===== src/rtl/framebuffer_scanout_pkg.sv =====
// Shared raster timing defaults (640x480@60) and types for the framebuffer scanout path.
package framebuffer_scanout_pkg;

    localparam int VT_H_VISIBLE = 640;
    localparam int VT_H_FRONT   = 16;
    localparam int VT_H_SYNC    = 96;
    localparam int VT_H_BACK    = 48;
    localparam int VT_V_VISIBLE = 480;
    localparam int VT_V_FRONT   = 10;
    localparam int VT_V_SYNC    = 2;
    localparam int VT_V_BACK    = 33;
    localparam int VT_H_TOTAL   = VT_H_VISIBLE + VT_H_FRONT + VT_H_SYNC + VT_H_BACK;
    localparam int VT_V_TOTAL   = VT_V_VISIBLE + VT_V_FRONT + VT_V_SYNC + VT_V_BACK;

    typedef struct packed {
        logic visible;
        logic hsync;
        logic vsync;
        logic frame_start;
    } raster_flags_t;

    // Maps a logical "sync asserted" flag onto the pin level for the chosen polarity.
    function automatic logic sync_level(input logic active, input logic active_low);
        return active ^ active_low;
    endfunction

endpackage


===== src/rtl/video_timing_generator.sv =====
// Stage-0 raster counters: H/V position plus raw visible/sync/frame-start flags.
module video_timing_generator
    import framebuffer_scanout_pkg::*;
#(
    parameter int H_VISIBLE = VT_H_VISIBLE,
    parameter int H_FRONT   = VT_H_FRONT,
    parameter int H_SYNC    = VT_H_SYNC,
    parameter int H_BACK    = VT_H_BACK,
    parameter int V_VISIBLE = VT_V_VISIBLE,
    parameter int V_FRONT   = VT_V_FRONT,
    parameter int V_SYNC    = VT_V_SYNC,
    parameter int V_BACK    = VT_V_BACK
) (
    input  logic          i_Clock,
    input  logic          i_Reset,
    output raster_flags_t o_Flags,
    output logic          o_Frame_End,
    output logic          o_Last_Visible
);

    localparam int H_TOTAL = H_VISIBLE + H_FRONT + H_SYNC + H_BACK;
    localparam int V_TOTAL = V_VISIBLE + V_FRONT + V_SYNC + V_BACK;
    // One spare bit so sync-end constants equal to the total still fit.
    localparam int H_W = $clog2(H_TOTAL + 1);
    localparam int V_W = $clog2(V_TOTAL + 1);

    localparam logic [H_W-1:0] H_LAST       = H_W'(H_TOTAL - 1);
    localparam logic [H_W-1:0] H_VIS_END    = H_W'(H_VISIBLE);
    localparam logic [H_W-1:0] H_VIS_LAST   = H_W'(H_VISIBLE - 1);
    localparam logic [H_W-1:0] H_SYNC_START = H_W'(H_VISIBLE + H_FRONT);
    localparam logic [H_W-1:0] H_SYNC_END   = H_W'(H_VISIBLE + H_FRONT + H_SYNC);
    localparam logic [V_W-1:0] V_LAST       = V_W'(V_TOTAL - 1);
    localparam logic [V_W-1:0] V_VIS_END    = V_W'(V_VISIBLE);
    localparam logic [V_W-1:0] V_VIS_LAST   = V_W'(V_VISIBLE - 1);
    localparam logic [V_W-1:0] V_SYNC_START = V_W'(V_VISIBLE + V_FRONT);
    localparam logic [V_W-1:0] V_SYNC_END   = V_W'(V_VISIBLE + V_FRONT + V_SYNC);

    logic [H_W-1:0] r_H_Count;
    logic [V_W-1:0] r_V_Count;

    always_ff @(posedge i_Clock or posedge i_Reset) begin
        if (i_Reset) begin
            r_H_Count <= '0;
            r_V_Count <= '0;
        end else if (r_H_Count == H_LAST) begin
            r_H_Count <= '0;
            r_V_Count <= (r_V_Count == V_LAST) ? '0 : r_V_Count + 1'b1;
        end else begin
            r_H_Count <= r_H_Count + 1'b1;
        end
    end

    always_comb begin
        o_Flags             = '0;
        o_Flags.visible     = (r_H_Count < H_VIS_END) && (r_V_Count < V_VIS_END);
        o_Flags.hsync       = (r_H_Count >= H_SYNC_START) && (r_H_Count < H_SYNC_END);
        o_Flags.vsync       = (r_V_Count >= V_SYNC_START) && (r_V_Count < V_SYNC_END);
        o_Flags.frame_start = (r_H_Count == '0) && (r_V_Count == '0);
    end

    assign o_Frame_End    = (r_H_Count == H_LAST) && (r_V_Count == V_LAST);
    assign o_Last_Visible = (r_H_Count == H_VIS_LAST) && (r_V_Count == V_VIS_LAST);

endmodule


===== src/rtl/framebuffer_scanout.sv =====
// Framebuffer read-side scanout: address generation and 2-clock alignment of pixel with syncs/DE.
module framebuffer_scanout
    import framebuffer_scanout_pkg::*;
#(
    parameter int BITS_PER_PIXEL  = 4,
    parameter int H_VISIBLE       = VT_H_VISIBLE,
    parameter int H_FRONT         = VT_H_FRONT,
    parameter int H_SYNC          = VT_H_SYNC,
    parameter int H_BACK          = VT_H_BACK,
    parameter int V_VISIBLE       = VT_V_VISIBLE,
    parameter int V_FRONT         = VT_V_FRONT,
    parameter int V_SYNC          = VT_V_SYNC,
    parameter int V_BACK          = VT_V_BACK,
    parameter int SYNC_ACTIVE_LOW = 1
) (
    input  logic                      i_Clock,
    input  logic                      i_Reset,
    output logic [31:0]               o_Read_Addr,
    input  logic [BITS_PER_PIXEL-1:0] i_Read_Data,
    output logic [BITS_PER_PIXEL-1:0] o_Pixel,
    output logic                      o_Hsync,
    output logic                      o_Vsync,
    output logic                      o_Data_Enable,
    output logic                      o_Frame_Start
);

    localparam logic SYNC_LOW = (SYNC_ACTIVE_LOW != 0);

    raster_flags_t w_Raw;
    raster_flags_t r_Stage1;
    logic          w_Frame_End;
    logic          w_Last_Visible;
    logic [31:0]   r_Read_Addr;

    video_timing_generator #(
        .H_VISIBLE (H_VISIBLE),
        .H_FRONT   (H_FRONT),
        .H_SYNC    (H_SYNC),
        .H_BACK    (H_BACK),
        .V_VISIBLE (V_VISIBLE),
        .V_FRONT   (V_FRONT),
        .V_SYNC    (V_SYNC),
        .V_BACK    (V_BACK)
    ) u_timing (
        .i_Clock        (i_Clock),
        .i_Reset        (i_Reset),
        .o_Flags        (w_Raw),
        .o_Frame_End    (w_Frame_End),
        .o_Last_Visible (w_Last_Visible)
    );

    // The last visible pixel does not advance, so the address tops out at
    // H_VISIBLE*V_VISIBLE-1 and holds there through vertical blanking.
    always_ff @(posedge i_Clock or posedge i_Reset) begin
        if (i_Reset) begin
            r_Read_Addr <= '0;
        end else if (w_Frame_End) begin
            r_Read_Addr <= '0;
        end else if (w_Raw.visible && !w_Last_Visible) begin
            r_Read_Addr <= r_Read_Addr + 32'd1;
        end
    end

    assign o_Read_Addr = r_Read_Addr;

    // Stage 1 runs alongside the framebuffer's registered read; stage 2 is the output register.
    always_ff @(posedge i_Clock or posedge i_Reset) begin
        if (i_Reset) begin
            r_Stage1      <= '0;
            o_Pixel       <= '0;
            o_Hsync       <= SYNC_LOW;
            o_Vsync       <= SYNC_LOW;
            o_Data_Enable <= 1'b0;
            o_Frame_Start <= 1'b0;
        end else begin
            r_Stage1      <= w_Raw;
            o_Pixel       <= r_Stage1.visible ? i_Read_Data : '0;
            o_Hsync       <= sync_level(r_Stage1.hsync, SYNC_LOW);
            o_Vsync       <= sync_level(r_Stage1.vsync, SYNC_LOW);
            o_Data_Enable <= r_Stage1.visible;
            o_Frame_Start <= r_Stage1.frame_start;
        end
    end

endmodule


===== config.mk =====
export PLATFORM = sky130hd
export DESIGN_NAME = framebuffer_scanout
export DESIGN_NICKNAME = d
export VERILOG_FILES = /design/src/rtl/framebuffer_scanout_pkg.sv /design/src/rtl/video_timing_generator.sv /design/src/rtl/framebuffer_scanout.sv
export SDC_FILE = /design/constraint.sdc
export NUM_CORES = 1
export LEC_CHECK = 0
export ABC_CLOCK_PERIOD_IN_PS = 1800
export CORE_ASPECT_RATIO = 2
export CORE_MARGIN = 2
export CORE_UTILIZATION = 35
export DETAILED_ROUTE_END_ITERATION = 10
export MAX_ROUTING_LAYER = met4
export PLACE_DENSITY = 0.57
export SLEW_MARGIN = 15
export SYNTH_ARGS = -nofsm -noshare
export SYNTH_HDL_FRONTEND = slang
export SYNTH_SLANG_ARGS = --single-unit

===== constraint.sdc =====
create_clock -name i_Clock -period 1.8 [get_ports i_Clock]
set_input_delay 0.36 -clock i_Clock [delete_from_list [all_inputs] [get_ports i_Clock]]
set_output_delay 0.36 -clock i_Clock [all_outputs]
set_load 0.005 [all_outputs]

==> metrics.md <==
| Metric | Value |
|---|---|
| Status | `complete, but fails checks` |
| Violated checks | `setup timing` |
| 1st-iter DRT viols | `141` |
| Nets@finish | `475` |
| Dominant cell by count in the synthesized netlist | `dfrtp_1` |
| Crit path max fanout | `9` |
| Htree depth | `3` |
| Unrepaired setup endpoints after global routing | `true` |
| P_int | `2550 uW` |
| Net Sw Frac | `20.8%` |
| Seq pwr share | `44.8%` |
| Largest net degree at the start of global routing | `32` |
| Synth top cells by count | `62 x dfrtp_1, 24 x nand2_1, 24 x nand3_1` |
| First-pass GRT wire length | `roughly 15 mm` |
| Antenna fix cells | `0` |
| Yosys reg bits | `64` |
| Clk pwr share | `53.2%` |
| Area Growth Syn to Fin | `53.9%` |
| Final Max Tran Viols | `0` |
| Worst path top cell family by delay | `simple AND/OR/NAND/NOR gates` |
| Crit. End Element | `flop` |
| Final Hold Viols | `0` |
| CTS tree | `built` |
| Top post-synthesis cells by area | `dfrtp_1 47%, nand3_1 3.6%, xor2_1 3.2%` |
| Synth top area share | `47.0%` |
| DRC violations left | `0` |
| Share of cells above drive strength 1 | `between 30% and 40%` |
| Clk_lat worst skew | `0.34 ns` |
| Std-Cell Rows | `50` |
| Leading area contributor after synthesis | `dfrtp_1` |
| Register area | `about 1600 um2` |
| Skew final | `0.00752 ns` |
| Slowest cell on the critical path | `or4_1` |
| Worst setup margin | `-0.239 ns` |
| Synth unique cells | `45` |
| CP Buf/Inv Count | `1` |
| Fmax | `0.491 GHz` |
| Hold-fix buffers, CTS | `0` |
| Worst relative slew slack | `74.9%` |
| Final min period | `2.04 ns` |
| # IOs | `46` |
| Main flop type after synthesis | `dfrtp_1` |
| Tcrit/Tclk final | `113%` |
| Sequential area share after synthesis | `between 40% and 50%` |
| CTS Sinks | `64` |
| Root Buffer | `clkbuf_16` |
| CTS clock-pin slew for the worst setup and hold paths | `0.05 ns` |
| GPL Wtd Cong | `0.803` |
| Post-Syn Area | `3300 um2` |
| Die ar. | `10300 um2` |
| VDD IR max | `0.000510 V` |
| HP Class | `primary input to asynchronous set/reset pin` |
| Switching power of the nets | `671 uW` |
| CP Launch Type | `flop` |
| Port Buffers | `45` |
| Critical Path AT | `2.30 ns` |
| Critical path data required time | `2.06 ns` |
| Dpl cells | `545` |
| Comb pwr share | `2.0%` |
| Critical path, cell by cell | `ha_2 -> and4_4 -> a41oi_4 -> o21ai_4 -> clkbuf_16 -> or4_1 -> a21oi_1` |
| Final hold slack | `0.309 ns` |
| CTS buffer count | `9` |
| CTS max path bufs | `2` |
| Wire per inst | `16.5 um` |
| HPWL after DPL | `6.67 mm` |
| Vias | `3100` |
| Fin cells | `~570` |
| Synth Net Count | `342` |
| Max Cap Viol | `0` |
| Pwr dens | `635 nW/um2` |
| GR Util All Layers | `19.9%` |
| Final Routed Wirelength | `9.45 mm` |
| Grt total ovfl | `0` |
| Least-Margin Pin Slew | `0.373 ns` |
| First drt pass iteration count | `4` |
| Syn_area_per_cell | `9.96 um2` |
| CP max stage delay | `0.50 ns` |
| Routed Antenna Nets | `0` |
| Asr flop ratio synth | `100%` |
| Number of global-route vias before repair | `3211` |
| EDFF count, synth | `0` |
| Multi-input gate area | `~1700 um2` |
| CP Class | `flop to flop` |
| Synth warn | `0` |
| CORE AREA | `9260 um2` |
| Height of the chip | `141 um` |
| Initial antenna violation count | `0` |
| Initial core utilization | `35.6%` |
| Die Wd | `72.6 um` |
| Leakage | `0.00212 uW` |
| Fill cells | `847` |
| # setup viols final | `35` |
| Vias per inst | `5.41` |
| Post-synthesis instance total | `331` |
power groups by stage:
stage          Clock, uW  Combinational [uW]  Sequential, uW
5_1_grt             1800                71.4            1440
4_1_cts             1740                66.3            1450
3_5_place_dp           0                66.2            1470
6_report            1720                63.0            1450
3_3_place_gp           0                65.7            1470
2_1_floorplan          0                24.4            1470
final cells by class:
| type | instances | share of cell area, % |
|---|---|---|
| Clock buffer | 14 | 5.59 |
| Clock inverter | 2 | 0.246 |
| Inverter | 15 | 1.18 |
| Multi-Input combinational cell | 235 | 33.5 |
| Sequential cell | 64 | 31.6 |
| Tap cell | 104 | 2.56 |
| Timing Repair Buffer | 139 | 25.3 |
worst reg2reg max path, cell delays in order (launching register included):
cell and delay (ns):
dfrtp_1 0.42, ha_2 0.20, and4_4 0.21, a41oi_4 0.20, o21ai_4 0.11, clkbuf_16 0.18, or4_1 0.50, a21oi_1 0.15
cells in the final DEF (no fill, tap or decap), types with 3 or more instances in the layout:
master and instances:
o31ai_1 12, xnor2_1 7, o2111ai_1 3, clkbuf_16 10, nand2_1 18, clkdlybuf4s50_1 45, o21ai_1 5, nand3_1 21
o21ai_0 9, and4_1 3, a21oi_1 18, dfrtp_1 62, buf_12 4, or2_2 3, or3_1 5, inv_1 13
nand2_2 5, buf_4 79, and2_1 8, buf_6 7, clkbuf_8 4, ha_2 3, or4_1 10, o211ai_1 6
nor4_1 6, mux2i_1 5, and3_1 7, nor2_1 20, xor2_1 12, nand4_1 10
flip-flops by register name (all words and copies together) (netlist names):
| register | cells |
|---|---|
| o_Frame_Start | 1 |
| o_Read_Addr | 32 |
| o_Data_Enable | 1 |
| o_Pixel | 4 |
| r_Stage1 | 4 |
| u_timing.r_V_Count | 10 |
| o_Vsync | 1 |
| u_timing.r_H_Count | 10 |
| o_Hsync | 1 |
through the flow:
step / setup WS, ns / cell area (um2) / TNS (ns) / power (uW) / utilization [%]
after floorplan: -0.147 / 3340 / -2.15 / 1500 / -
after global placement: -0.239 / 4470 / -5.51 / 1540 / 48.3
after detailed placement: -0.216 / 4470 / -6.55 / 1540 / 48.3
after CTS: -0.196 / 4900 / -5.25 / 3250 / 52.9
after global routing: -0.342 / 5080 / -10.04 / 3320 / 54.8
final: -0.239 / 5080 / -5.78 / 3220 / 54.8
layer usage:
metal | track usage [%] | part of all wire, % | up-vias
met4 | 9.16 | 2.8 | 0
li1 | - | - | 1470
met1 | 18.5 | 35 | 1545
met5 | - | 0 | -
met3 | 3.13 | 2.2 | 23
met2 | 38.0 | 60 | 62
path summary, 6_finish.rpt:
check                                            from              end  slack (ns)  depth (start not counted)
worst max register to register  u_timing.r_V_Count[1]  o_Read_Addr[17]       -0.24                          7
worst max-delay path            u_timing.r_V_Count[1]  o_Read_Addr[17]       -0.24                          7
worst min-delay path                          i_Reset       o_Pixel[2]        0.31                          2
worst min register to register            r_Stage1[2]          o_Hsync        0.35                          1
min in group i_Clock                      r_Stage1[2]          o_Hsync        0.35                          1
max in group asynchronous                     i_Reset          o_Hsync        0.99                          3
kinds of logic after synthesis:
logic type | count (synthesis) | synth area share, %
AND/OR/NAND/NOR | 145 | 25.8
flip-flops | 64 | 48.6
AO/OA/AOI/OAI | 60 | 11.8
buffers and inverters | 33 | 5.27
XOR/XNOR | 19 | 5.05
multiplexers | 5 | 1.52
adder cells (fa/ha/maj) | 5 | 1.90
repair_timing:
item | CTS | global route
gates cloned | 2 | 1
gates resized for setup | 17 | 33
endpoints found under the setup margin | 42 | 40
pin swaps | 5 | 19
buffers inserted | 3 | 6
Power figures use the tool's default switching activity.
